File: src/rtl/cmerge4_arb_mmu.sv
// cmerge4_arb_mmu: merges four single-cycle drive requests onto one downstream drive/free pair; round-robin grant, or fixed priority (port 0 highest) with CMERGE_FIXED_PRIO_EN.
// Latency: i_driveN -> o_driveNext 2 cycles when idle; i_freeNext -> o_freeN 1 cycle; next grant earliest 2 cycles after i_freeNext.
// Backpressure: one transaction in flight; other requests wait in pend until i_freeNext; a re-drive on a still-pending port is dropped and sets o_overflow.
module cmerge4_arb_mmu #(
    parameter int NUM_PORTS  = 4,
    parameter int DATA_WIDTH = 32
) (
    input  logic                  clk,
    input  logic                  rst,
    input  logic                  i_drive0,
    input  logic                  i_drive1,
    input  logic                  i_drive2,
    input  logic                  i_drive3,
    input  logic [DATA_WIDTH-1:0] i_data0,
    input  logic [DATA_WIDTH-1:0] i_data1,
    input  logic [DATA_WIDTH-1:0] i_data2,
    input  logic [DATA_WIDTH-1:0] i_data3,
    output logic                  o_free0,
    output logic                  o_free1,
    output logic                  o_free2,
    output logic                  o_free3,
    output logic                  o_driveNext,
    output logic [DATA_WIDTH-1:0] o_dataNext,
    output logic [NUM_PORTS-1:0]  o_select,
    input  logic                  i_freeNext,
    output logic                  o_overflow
);
    localparam int IDX_W = $clog2(NUM_PORTS);

    typedef enum logic {IDLE, WAIT} state_t;

    state_t                stateQ, stateD;
    logic [NUM_PORTS-1:0]  driveVec, pendQ, pendD, pendKept, clrMask;
    logic [NUM_PORTS-1:0]  freeQ, freeD, selectD;
    logic [DATA_WIDTH-1:0] dataIn [NUM_PORTS];
    logic [DATA_WIDTH-1:0] dataQ  [NUM_PORTS];
    logic [DATA_WIDTH-1:0] dataNextD;
    logic [IDX_W-1:0]      scanBase, cand, grantIdx, gQ, gD;
    logic                  grantVld, driveNextD, overflowD;

    assign driveVec  = {i_drive3, i_drive2, i_drive1, i_drive0};
    assign dataIn[0] = i_data0;
    assign dataIn[1] = i_data1;
    assign dataIn[2] = i_data2;
    assign dataIn[3] = i_data3;
    assign {o_free3, o_free2, o_free1, o_free0} = freeQ;

`ifdef CMERGE_FIXED_PRIO_EN
    assign scanBase = '0;
`else
    logic [IDX_W-1:0] rrPtr;

    always_ff @(posedge clk or posedge rst) begin
        if (rst) begin
            rrPtr <= '0;
        end else if (stateQ == WAIT && i_freeNext) begin
            rrPtr <= gQ + IDX_W'(1);
        end
    end

    assign scanBase = rrPtr;
`endif

    // Descending scan so the candidate closest to scanBase is the one left standing.
    always_comb begin
        grantVld = 1'b0;
        grantIdx = '0;
        cand     = '0;
        for (int i = NUM_PORTS - 1; i >= 0; i--) begin
            cand = scanBase + i[IDX_W-1:0];
            if (pendQ[cand]) begin
                grantVld = 1'b1;
                grantIdx = cand;
            end
        end
    end

    // Completion clears before capture, so a same-cycle re-drive of the freed port is legal.
    always_comb begin
        clrMask = '0;
        if (stateQ == WAIT && i_freeNext) begin
            clrMask[gQ] = 1'b1;
        end
        pendKept  = pendQ & ~clrMask;
        pendD     = pendKept;
        overflowD = o_overflow;
        for (int i = 0; i < NUM_PORTS; i++) begin
            if (driveVec[i]) begin
                if (pendKept[i]) begin
                    overflowD = 1'b1;
                end else begin
                    pendD[i] = 1'b1;
                end
            end
        end
    end

    always_comb begin
        stateD     = stateQ;
        driveNextD = 1'b0;
        dataNextD  = o_dataNext;
        selectD    = o_select;
        freeD      = '0;
        gD         = gQ;
        case (stateQ)
            IDLE: begin
                if (grantVld) begin
                    stateD     = WAIT;
                    driveNextD = 1'b1;
                    dataNextD  = dataQ[grantIdx];
                    selectD    = {{(NUM_PORTS-1){1'b0}}, 1'b1} << grantIdx;
                    gD         = grantIdx;
                end else begin
                    selectD = '0;
                end
            end
            WAIT: begin
                if (i_freeNext) begin
                    stateD    = IDLE;
                    freeD[gQ] = 1'b1;
                    selectD   = '0;
                end
            end
            default: stateD = IDLE;
        endcase
    end

    always_ff @(posedge clk or posedge rst) begin
        if (rst) begin
            stateQ      <= IDLE;
            pendQ       <= '0;
            gQ          <= '0;
            freeQ       <= '0;
            o_driveNext <= 1'b0;
            o_dataNext  <= '0;
            o_select    <= '0;
            o_overflow  <= 1'b0;
            for (int i = 0; i < NUM_PORTS; i++) begin
                dataQ[i] <= '0;
            end
        end else begin
            stateQ      <= stateD;
            pendQ       <= pendD;
            gQ          <= gD;
            freeQ       <= freeD;
            o_driveNext <= driveNextD;
            o_dataNext  <= dataNextD;
            o_select    <= selectD;
            o_overflow  <= overflowD;
            for (int i = 0; i < NUM_PORTS; i++) begin
                if (driveVec[i] && !pendKept[i]) begin
                    dataQ[i] <= dataIn[i];
                end
            end
        end
    end
endmodule

File: config.mk
export PLATFORM = sky130hd
export DESIGN_NAME = cmerge4_arb_mmu
export DESIGN_NICKNAME = d
export VERILOG_FILES = /design/src/rtl/cmerge4_arb_mmu.sv
export SDC_FILE = /design/constraint.sdc
export NUM_CORES = 1
export LEC_CHECK = 0
export BUFFER_PORTS_ARGS = -buffer_cell sky130_fd_sc_hd__clkbuf_2
export CAP_MARGIN = 20
export CORE_MARGIN = 8
export CORE_UTILIZATION = 62
export CTS_BUF_LIST = sky130_fd_sc_hd__clkbuf_8
export CTS_CLUSTER_DIAMETER = 30
export DETAILED_ROUTE_END_ITERATION = 6
export PLACE_DENSITY = 0.89
export SYNTH_ARGS = -nofsm -noshare
export SYNTH_HDL_FRONTEND = slang
export SYNTH_SLANG_ARGS = --single-unit
File: constraint.sdc
create_clock -name clk -period 12.45 [get_ports clk]
set_input_delay 0 -clock clk [delete_from_list [all_inputs] [get_ports clk]]
set_output_delay 0 -clock clk [all_outputs]
set_load 0.01 [all_outputs]
Word-level counts from Yosys, hierarchy flattened
Index checks and enable logic that the tools add are counted.
{"block": "totals", "input_bits": 135, "register_bits": 179, "out_inout_bits": 42, "elab_cells": 84}
{"block": "op_classes", "n_reduce_logical": 11, "shifts": 1, "eq_ne": 1, "n_lt_le_gt_ge": 7, "n_bitwise": 4, "muxes": 43, "add_sub_neg": 4}
{"operator": "$bmux 32 s2", "n": 1}
{"operator": "$mux 32", "n": 2}
{"operator": "$mux 1", "n": 24}
{"operator": "$mux 4", "n": 5}
{"operator": "$lt 2x3->1 const B", "n": 5}
{"operator": "$bmux 1 s2", "n": 4}
{"operator": "$mux 2", "n": 4}
{"operator": "$pmux 4 s2", "n": 1}
{"operator": "$logic_and 1x1->1", "n": 6}
{"operator": "$add 2x1->2 const B", "n": 2}
{"operator": "$add 2x2->2 const B", "n": 2}
{"operator": "$and 4x4->4", "n": 1}
{"operator": "$logic_not 1->1", "n": 4}
{"operator": "$not 4->4", "n": 1}
{"operator": "$shl 1x2->4 const A", "n": 1}
{"operator": "$ge 3x3->1 const B", "n": 1}
{"operator": "$not 2->3", "n": 1}
{"operator": "$demux 1 s2", "n": 1}
{"operator": "$ge 2x1->1 const B", "n": 1}
{"operator": "$ne 2x2->1 const B", "n": 1}
{"operator": "$pmux 1 s2", "n": 1}
{"operator": "$reduce_and 2->1", "n": 1}
{"operator": "$not 1->1", "n": 1}

Depth between registers and ports, before layout
Gate-level depths: netlist (run 1).
{"block": "depth", "ltp_word": 15, "ltp_mapped": 9, "mapped_depth_nobuf": 6}

Least setup slack after synthesis (run 1)
No wires, ideal clock.
{"block": "synth_timing", "path_kind": "reg2reg", "start": "reg stateQ", "end": "reg dataQ[32] (netlist bit)", "t_arrival_ps": 1471, "path_stages_with_launch": 9, "path_slack_ps": 10854, "setup_ps": 125, "synth_period_minus_slack_ps": 1596, "required_ps": 12325, "cell_sequence": "dfrtp_1 -> and2_4 -> buf_6 -> nand2_4 -> nand2_2 -> and2_4 -> buf_6 -> buf_12 -> mux2_4"}
{"block": "synth_between", "elab_chain_len": 6}
{"item": "start: declaration", "line_no": "32", "text": "state_t stateQ, stateD;"}
{"item": "start signal: assignment", "line_no": "142", "text": "stateQ <= stateD;"}
{"item": "$logic_and 1x1->1", "line_no": "81", "text": "if (stateQ == WAIT && i_freeNext) begin"}
{"item": "$mux 4", "line_no": "81"}
{"item": "$not 4->4", "line_no": "84", "text": "pendKept = pendQ & ~clrMask;"}
{"item": "$and 4x4->4", "line_no": "84"}
{"item": "$logic_not 1->1", "line_no": "151", "text": "if (driveVec[i] && !pendKept[i]) begin"}
{"item": "$logic_and 1x1->1", "line_no": "151"}
{"item": "end signal: indexed assignment", "line_no": "152", "text": "dataQ[i] <= dataIn[i];"}
{"item": "end: declaration", "line_no": "36", "text": "logic [DATA_WIDTH-1:0] dataQ [NUM_PORTS];"}
Every way passes these cells.
A chain may end at the register's enable or synchronous reset.

Worst setup path after layout (run 1)
{"block": "layout_timing", "start": "reg pendQ[1]", "end": "reg o_dataNext[4]"}
{"block": "layout_between", "elab_chain_len": 10, "elab_cells_between_ends": 21, "classes_between": "mux (19); bitwise (1); reduce/logical (1)"}
{"item": "start: declaration", "line_no": "33", "text": "logic [NUM_PORTS-1:0] driveVec, pendQ, pendD, pendKept, clrMask;"}
{"item": "start signal: assignment", "line_no": "143", "text": "pendQ <= pendD;"}
{"item": "$bmux 1 s2", "line_no": "71", "text": "if (pendQ[cand]) begin"}
{"item": "$mux 1 (implied by the code)", "line_no": "71"}
{"item": "$mux 2 (4 in a row)", "line_no": "71"}
{"item": "$not 2->3 (implied by the code)", "line_no": "110", "text": "dataNextD = dataQ[grantIdx];"}
{"item": "$bmux 32 s2", "line_no": "110"}
{"item": "$mux 32 (implied by the code) (2 in a row)", "line_no": "110"}
{"item": "end signal: assignment", "line_no": "147", "text": "o_dataNext <= dataNextD;"}
{"item": "end: declaration", "line_no": "23", "text": "output logic [DATA_WIDTH-1:0] o_dataNext,"}
Several ways; a longest one is shown, not always the timed one. The select of a mux whose other input is x is not followed.

==> results of run 1 <==
==> registers in the layout, indices dropped and copies added, names as in the netlist <==
register and count:
dataQ 128, o_dataNext 32, freeQ 4, o_select 4, pendQ 4, gQ 2
rrPtr 2, o_driveNext 1, o_overflow 1, stateQ 1
==> where the power goes <==
part           switching, mW  leakage [nW]  internal (mW)  total, mW
registers              0.212          2.12          0.870       1.08
logic                  0.578          3.02          0.654       1.23
clock network          0.224         0.200          0.186      0.410
total                   1.01          5.34           1.71       2.72
==> final cells by class <==
class	count	area, um2
clock buffer	18	248
inverter	9	38.8
tap	180	225
timing repair buffer	317	2310
sequential	179	4480
clock inverter	14	155
fill	698	2670
antenna	1	2.50
multi-input combinational	387	3700
==> cells in the mapped netlist <==
library cell  number
a21boi_0          29
a21boi_1           3
a21o_1            35
a21oi_1            5
a31oi_1            1
and2_4             5
and2b_1            1
buf_12            15
buf_2             10
buf_4              3
buf_6             12
clkbuf_1           7
clkbuf_2           2
dfrtp_1          179
ha_1               4
inv_1              7
inv_2              2
mux2_2             9
mux2_4           120
mux2i_1           32
nand2_1            9
nand2_2            4
nand2_4            4
nand2b_1           4
nand3_1            3
nand4_1            1
nor2_1             1
nor2_2             1
nor2b_1            3
nor2b_4            1
o211ai_1           1
o21ai_0           39
o21ai_1           30
o221a_2            1
o221ai_1           1
o22ai_1           33
o31ai_2            1
o32a_1             1
o32a_2             1
or2_2              1
or2b_1             2
or3_4              1
==> stage by stage <==
stage               utilization  instances
finish                    0.807       1105
floorplan                     -        624
global route              0.807       1105
global placement          0.676        935
detailed placement        0.676        935
CTS                       0.802       1101
==> worst min path at each step <==
stage	start	endpoint	cells after the start
2_1_floorplan	i_drive0	pendQ[0]	1
3_3_place_gp	rst	o_dataNext[24]	2
3_5_place_dp	rst	o_dataNext[24]	2
4_1_cts	rst	dataQ[119]	3
5_1_grt	i_data3[6]	dataQ[6]	3
6_report	rst	dataQ[89]	3
==> kinds of logic after synthesis <==
| group | count (synthesis) |
|---|---|
| muxes | 161 |
| DFF | 179 |
| adders and majority gates | 4 |
| AOI/OAI and AO/OA | 181 |
| buffers and inverters | 58 |
| and+or+nand+nor | 41 |
==> worst reg2reg max path: stages (launching register included) <==
cell and delay, ns:
dfrtp_1 0.49, nand2b_1 0.22, a21oi_1 0.23, o32a_2 0.67, o21ai_0 0.25, o21ai_1 0.26
==> placed cells by master (no fill, tap or decap), types with 4 or more instances in the layout <==
| cell type | Yosys | final |
|---|---|---|
| nand2b_1 | 4 | 4 |
| buf_4 | 3 | 4 |
| clkbuf_8 | 0 | 18 |
| a21oi_1 | 5 | 5 |
| mux2_2 | 9 | 9 |
| inv_6 | 0 | 4 |
| o21ai_1 | 30 | 30 |
| a21boi_0 | 29 | 29 |
| dfrtp_1 | 179 | 179 |
| clkbuf_2 | 2 | 176 |
| ha_1 | 4 | 4 |
| nand2_1 | 9 | 9 |
| a21o_1 | 35 | 35 |
| dlygate4sd3_1 | 0 | 134 |
| mux2_4 | 120 | 120 |
| o22ai_1 | 33 | 33 |
| nand2_2 | 4 | 4 |
| mux2i_1 | 32 | 32 |
| o21ai_0 | 39 | 39 |
| and2_4 | 5 | 5 |
| clkinv_4 | 0 | 5 |
| nand2_4 | 4 | 4 |
| inv_1 | 7 | 6 |
==> repair_timing <==
item | CTS | global route
endpoints found under the hold margin | 239 | 0
resized for setup | 0 | 0
buffers inserted | 0 | 0
hold buffers | 134 | 0
==> layer usage <==
layer / vias up / wire length (um) / share of wire / GRT usage
met5: - / 0 / 0 / 0
met4: 0 / 799 / 0.032 / 0.120
met3: 65 / 1820 / 0.072 / 0.0795
met2: 353 / 13100 / 0.52 / 0.489
met1: 3277 / 9540 / 0.38 / 0.323
li1: 2818 / - / - / -
==> summary.txt, run 1 <==
Global routing
  – Vias in the first global route: 7164
  – Antenna violations before repair: 1
  – First-pass GRT wire length: just under 40000 um
  – GR Util All Layers: 0.284
  – Largest net degree at the start of global routing: 99
  – Congestion Overflow GR: 0

Finish
  – Finished Cell Area: approximately 11000 um2
  – Share of post-route cells with drive strength above 1: 0.397
  – Final Net Count: 1050
  – Layout area overhead: 27.5%

Timing
  – Final period util: 0.178
  – Final Max Tran Viols: 0
  – RSZ-0062 raised after global routing: false
  – Final setup violation count: 0
  – Slew of the pin with the lowest slew margin: 0.864 ns
  – Hold violation total from the final report: 0
  – Final worst setup slack: between 10 and 15 ns
  – Clock Skews: 0.0169 ns
  – Fin Hold WS: 0.270 ns
  – Fmax: 0.451 GHz
  – Max-slew headroom: 0.424
  – Tmin final: 2.22 ns
  – Setup TNS: 0 ns

Clock network
  – Clock Latency Late Sink: 0.47 ns
  – H-tree depth: 4
  – Clock transition at the registers of the reported paths: roughly 0.1 ns
  – CTS tree: yes
  – CTS Buf Count: 17
  – CTS sink cnt: 179
  – Max clock buf depth: 2
  – Root buf cell: clkbuf_8

Synthesis
  – Leading area contributor after synthesis: dfrtp_1
  – Post-Synthesis Cells: approximately 620
  – Xor and xnor fraction of the mapped netlist area: 0
  – Yosys reg bits: 179
  – Yosys top cell area share: 0.512
  – Synth top area cells: dfrtp_1, mux2_4, mux2i_1
  – Synth Area in Compound Gates: 0.131
  – Synth Area in Adders: 0.00572
  – Cell Area, Synth: 8750 um2
  – Combinational family with the most area after synthesis: multiplexers
  – Simple-gate portion of the synthesized area: 0.0316
  – Multiplexer share of the synthesized area: 0.254
  – Syn avg cell area: 14.0 um2
  – Sequential area share after synthesis: 0.512
  – Synth cell types: 42
  – Syn Nets: 763
  – Ys Warns: 0

Setup path
  – CP Data Required Time: between 10 and 15 ns
  – Worst R2R End: o_dataNext[4]
  – CP Buf/Inv Count: 0
  – Worst Path Max Fanout: 34
  – Setup crit start kind: register
  – Worst setup endpoint: o_dataNext[4]
  – Crit Path Category: register to register
  – Number of cells on the worst reg-to-reg path: 5
  – Crit-path leading delay family: compound AO/OA/AOI/OAI gates
  – CP max stage delay: 0.67 ns
  – CP Capture Type: register
  – Worst path arrival time: between 2 and 3 ns
  – Critical Path Slowest Stage Cell: o32a_2
  – R2r setup slk: 10.23 ns
  – CP Depth: 5
  – Reg2reg start: pendQ[1]
  – Worst Setup SP: pendQ[1]
  – Worst path cell trace: nand2b_1 -> a21oi_1 -> o32a_2 -> o21ai_0 -> o21ai_1

Status
  – Status: completed

Power
  – Design Power: approximately 2.7 mW
  – Peak supply drop: between 0.15 and 0.2 mV
  – Pwr dens: approximately 240 nW/um2
  – Leak pwr: 5.34 nW

Floorplanning
  – Chip Height: 135 um
  – Core area: 13800 um2
  – Die width: roughly 130 um
  – Initial Utilization: 0.633
  – Die area: 18200 um2
  – Row count: 43
  – Ports: roughly 180

Place
  – IO buf count: 176
  – Place WS: 10.09 ns
  – GPL Wtd Cong: 0.851
  – Placed cell area: approximately 9400 um2
  – Post-DP HPWL: ~14000 um

Detailed routing
  – DRC errors left: 0
  – DR vias: 6513
  – Via/cell ratio: between 5 and 6
  – Drt first-iter violations: between 400 and 500
  – Drt wl/cell: 22.9 um
  – Total Routed Length: around 25000 um
  – Drt pass-1 iters: 5
  – Routed Antenna Nets: 0

Worst hold path
  – Worst hold path type: input port to async pin

Job
  – Number of max-cap violations: 0
(Power assumes the default switching activity.)
==> run 2: changes to the inputs <==
--- a/config.mk
+++ b/config.mk
@@ -8,11 +8,11 @@
 export BUFFER_PORTS_ARGS = -buffer_cell sky130_fd_sc_hd__clkbuf_2
 export CAP_MARGIN = 20
 export CORE_MARGIN = 8
-export CORE_UTILIZATION = 62
+export CORE_UTILIZATION = 57
 export CTS_BUF_LIST = sky130_fd_sc_hd__clkbuf_8
 export CTS_CLUSTER_DIAMETER = 30
 export DETAILED_ROUTE_END_ITERATION = 6
-export PLACE_DENSITY = 0.89
+export PLACE_DENSITY = 0.82
 export SYNTH_ARGS = -nofsm -noshare
 export SYNTH_HDL_FRONTEND = slang
 export SYNTH_SLANG_ARGS = --single-unit
==> constraint.sdc (replaced) <==
create_clock -name clk -period 2.2 [get_ports clk]
set_input_delay 0 -clock clk [delete_from_list [all_inputs] [get_ports clk]]
set_output_delay 0 -clock clk [all_outputs]
set_load 0.01 [all_outputs]
==> run 2 against run 1 <==
  * Die area up 7.7%
  * Worst hold slack worse by 0.17 ns
  * Cell count rose by 1.6%
  * Clock-buffer cell count rose by 3
  * Flip-flop and latch count did not move
  * Combinational power grew to 5.6 times the previous value
  * Non-clock buffer count up 10
  * Worst setup slack got worse by 10 ns
==> summary.txt, run 2 (synthesis gave the netlist of run 1 again) <==
Status
  – Status: completed

Detailed routing
  – Routed Antenna Nets: 0 (unchanged)
  – Via/cell ratio: 5.74 (-2.6%)
  – DRC errors left: 0 (unchanged)
  – Drt first-iter violations: 410 (-12%)
  – Drt wl/cell: 22.2 um (-3.1%)
  – Drt pass-1 iters: 5 (unchanged)
  – DR vias: 6445 (-1.0%)
  – Total Routed Length: 24900 um (-1.5%)

Floorplanning
  – Die width: 140 um (+3.8%)
  – Core area: 15100 um2 (+9.1%)
  – Die area: 19600 um2 (+7.7%)
  – Initial Utilization: 0.580 (-0.0530)
  – Ports: 177 (unchanged)
  – Chip Height: 140 um (+3.8%)
  – Row count: 45 (+4.7%)

Finish
  – Biggest register: dataQ
  – Commonest non-fill, non-tap cell in the layout: dfrtp_1
  – Layout area overhead: 28.7%
  – Sequential cell area: 4480 um2 (unchanged)
  – Max reg flops: 128 (unchanged)
  – Biggest registers after layout: dataQ x128, o_dataNext x32
  – Most frequent cells in the layout: dfrtp_1, clkbuf_2, dlygate4sd3_1, mux2_4, o21ai_0
  – Fillers: 927 (+33%)
  – Multi-input logic area: 3700 um2 (unchanged)
  – Finished Cell Area: 11300 um2 (+0.96%)
  – Final Net Count: 1060 (+0.95%)
  – Share of post-route cells with drive strength above 1: 0.404 (+0.00645)

Timing
  – RSZ-0062 raised after global routing: false
  – Final setup violation count: 0 (unchanged)
  – Max-slew headroom: 0.513 (+0.0886)
  – Clock Skews: 0.0191 ns (+0.00218 ns)
  – Fmax: 0.487 GHz (+8.0%)
  – Fin Hold WS: 0.101 ns (-0.170 ns)
  – Final Max Tran Viols: 0 (unchanged)
  – Tmin final: 2.06 ns (-0.164 ns)
  – Hold violation total from the final report: 0 (unchanged)
  – Slew of the pin with the lowest slew margin: 0.731 ns (-0.133 ns)
  – Final period util: 0.934 (+0.756)

Global routing
  – Antenna violations before repair: 0 (-1)
  – Congestion Overflow GR: 0 (unchanged)
  – GR Util All Layers: 0.264 (-0.0191)
  – Vias in the first global route: 7217 (+0.74%)
  – Largest net degree at the start of global routing: 86 (-13%)
  – First-pass GRT wire length: 40500 um (+2.1%)

Place
  – Placed cell area: 9510 um2 (+1.7%)
  – Post-DP HPWL: 15000 um (+7.0%)
  – GPL Wtd Cong: 0.852 (+0.12%)
  – IO buf count: 176 (unchanged)

Setup path
  – Crit Path Category: register to register
  – Worst Path Max Fanout: 34 (unchanged)
  – CP Data Required Time: 2.59 ns (-10.23 ns)
  – Crit-path leading delay family: compound AO/OA/AOI/OAI gates
  – Critical Path Slowest Stage Cell: o32a_2
  – Worst path cell trace: nand2b_1 -> a21oi_1 -> o32a_2 -> o21ai_0 -> o21ai_0
  – CP max stage delay: 0.64 ns (-0.03 ns)
  – Most used cell, CP: o21ai_0
  – Setup crit start kind: register
  – CP Capture Type: register
  – CP Buf/Inv Count: 0 (unchanged)
  – Worst path arrival time: 2.45 ns (-0.14 ns)

Clock network
  – Clock transition at the registers of the reported paths: 0.10 ns (about the same)
  – CTS Buf Count: 17 (unchanged)
  – Cts repair resizes: 0 (unchanged)
  – CTS tree: yes
  – Max clock buf depth: 2 (unchanged)
  – H-tree depth: 4 (unchanged)
  – Root buf cell: clkbuf_8
  – CTS sink cnt: 179 (unchanged)
  – Clock Latency Late Sink: 0.47 ns (about the same)

Worst hold path
  – Worst hold path type: input port to async pin

Power
  – Leak pwr: 5.39 nW (+1.0%)
  – Design Power: 15.4 mW (+460%)
  – Pwr dens: 1370 nW/um2 (+460%)
  – Peak supply drop: 0.682 mV (+340%)

Job
  – Number of max-cap violations: 0 (unchanged)
-- run 2: cell types whose count changed in the layout (fill, tap and decap cells not counted) --
| cell | change |
|---|---|
| inv_6 | -4 |
| buf_8 | -1 |
| clkinv_4 | -1 |
| buf_4 | +9 |
| buf_16 | -1 |
| clkinvlp_4 | +2 |
| buf_12 | +3 |
| clkbuf_8 | +3 |
-- run 2: final cells by class --
class / instances / share of cell area
Sequential cell: 179 / 0.398
Multi-Input combinational cell: 387 / 0.328
Timing Repair Buffer: 327 / 0.213
Clock buffer: 21 / 0.0256
Tap cell: 188 / 0.0209
Clock inverter: 11 / 0.0113
Inverter: 9 / 0.00333
Antenna cell: 1 / 0.000222
-- run 2: routing by layer --
layer,vias to the layer above,GRT usage,part of all wire
met5,-,0,0
met4,0,0.111,0.031
met3,69,0.0618,0.066
met2,339,0.461,0.52
met1,3204,0.308,0.38
li1,2833,-,-
-- run 2: report_power, final --
| group | switching (mW) | internal (mW) |
|---|---|---|
| registers | 1.18 | 4.93 |
| clock network | 1.20 | 1.13 |
| logic | 3.17 | 3.77 |
-- run 2: final timing paths --
check / start / endpoint / slack (ns) / cells past startpoint
min in group clk: i_data0[9] / dataQ[105] / 0.30 / 3
hold reg to reg: o_select[0] / o_select[0] / 0.49 / 1
setup reg to reg: pendQ[1] / o_dataNext[25] / 0.14 / 5
max in group asynchronous: rst / dataQ[70] / 1.28 / 4
hold / removal: rst / dataQ[89] / 0.10 / 3
setup / recovery: pendQ[1] / o_dataNext[25] / 0.14 / 5
-- run 2: through the flow --
stage	util	cells	setup WS (ns)	TNS, ns
4_1_cts	0.747	1122	0.206	0
3_5_place_dp	0.630	956	0.238	0
5_1_grt	0.747	1122	0.00174	0
6_report	0.747	1123	0.145	0
2_1_floorplan	-	624	-0.0946	-16.93
3_3_place_gp	0.630	956	0.387	0
-- run 2: timing repair --
action                    4_1_cts  5_1_grt
hold endpoints to repair      164        0
buffers inserted                0        0
hold buffers                  134        0
-- run 2: worst reg2reg max path, stage by stage (launching register included) --
cell	delay, ns
dfrtp_1	0.49
nand2b_1	0.21
a21oi_1	0.18
o32a_2	0.64
o21ai_0	0.27
o21ai_0	0.21
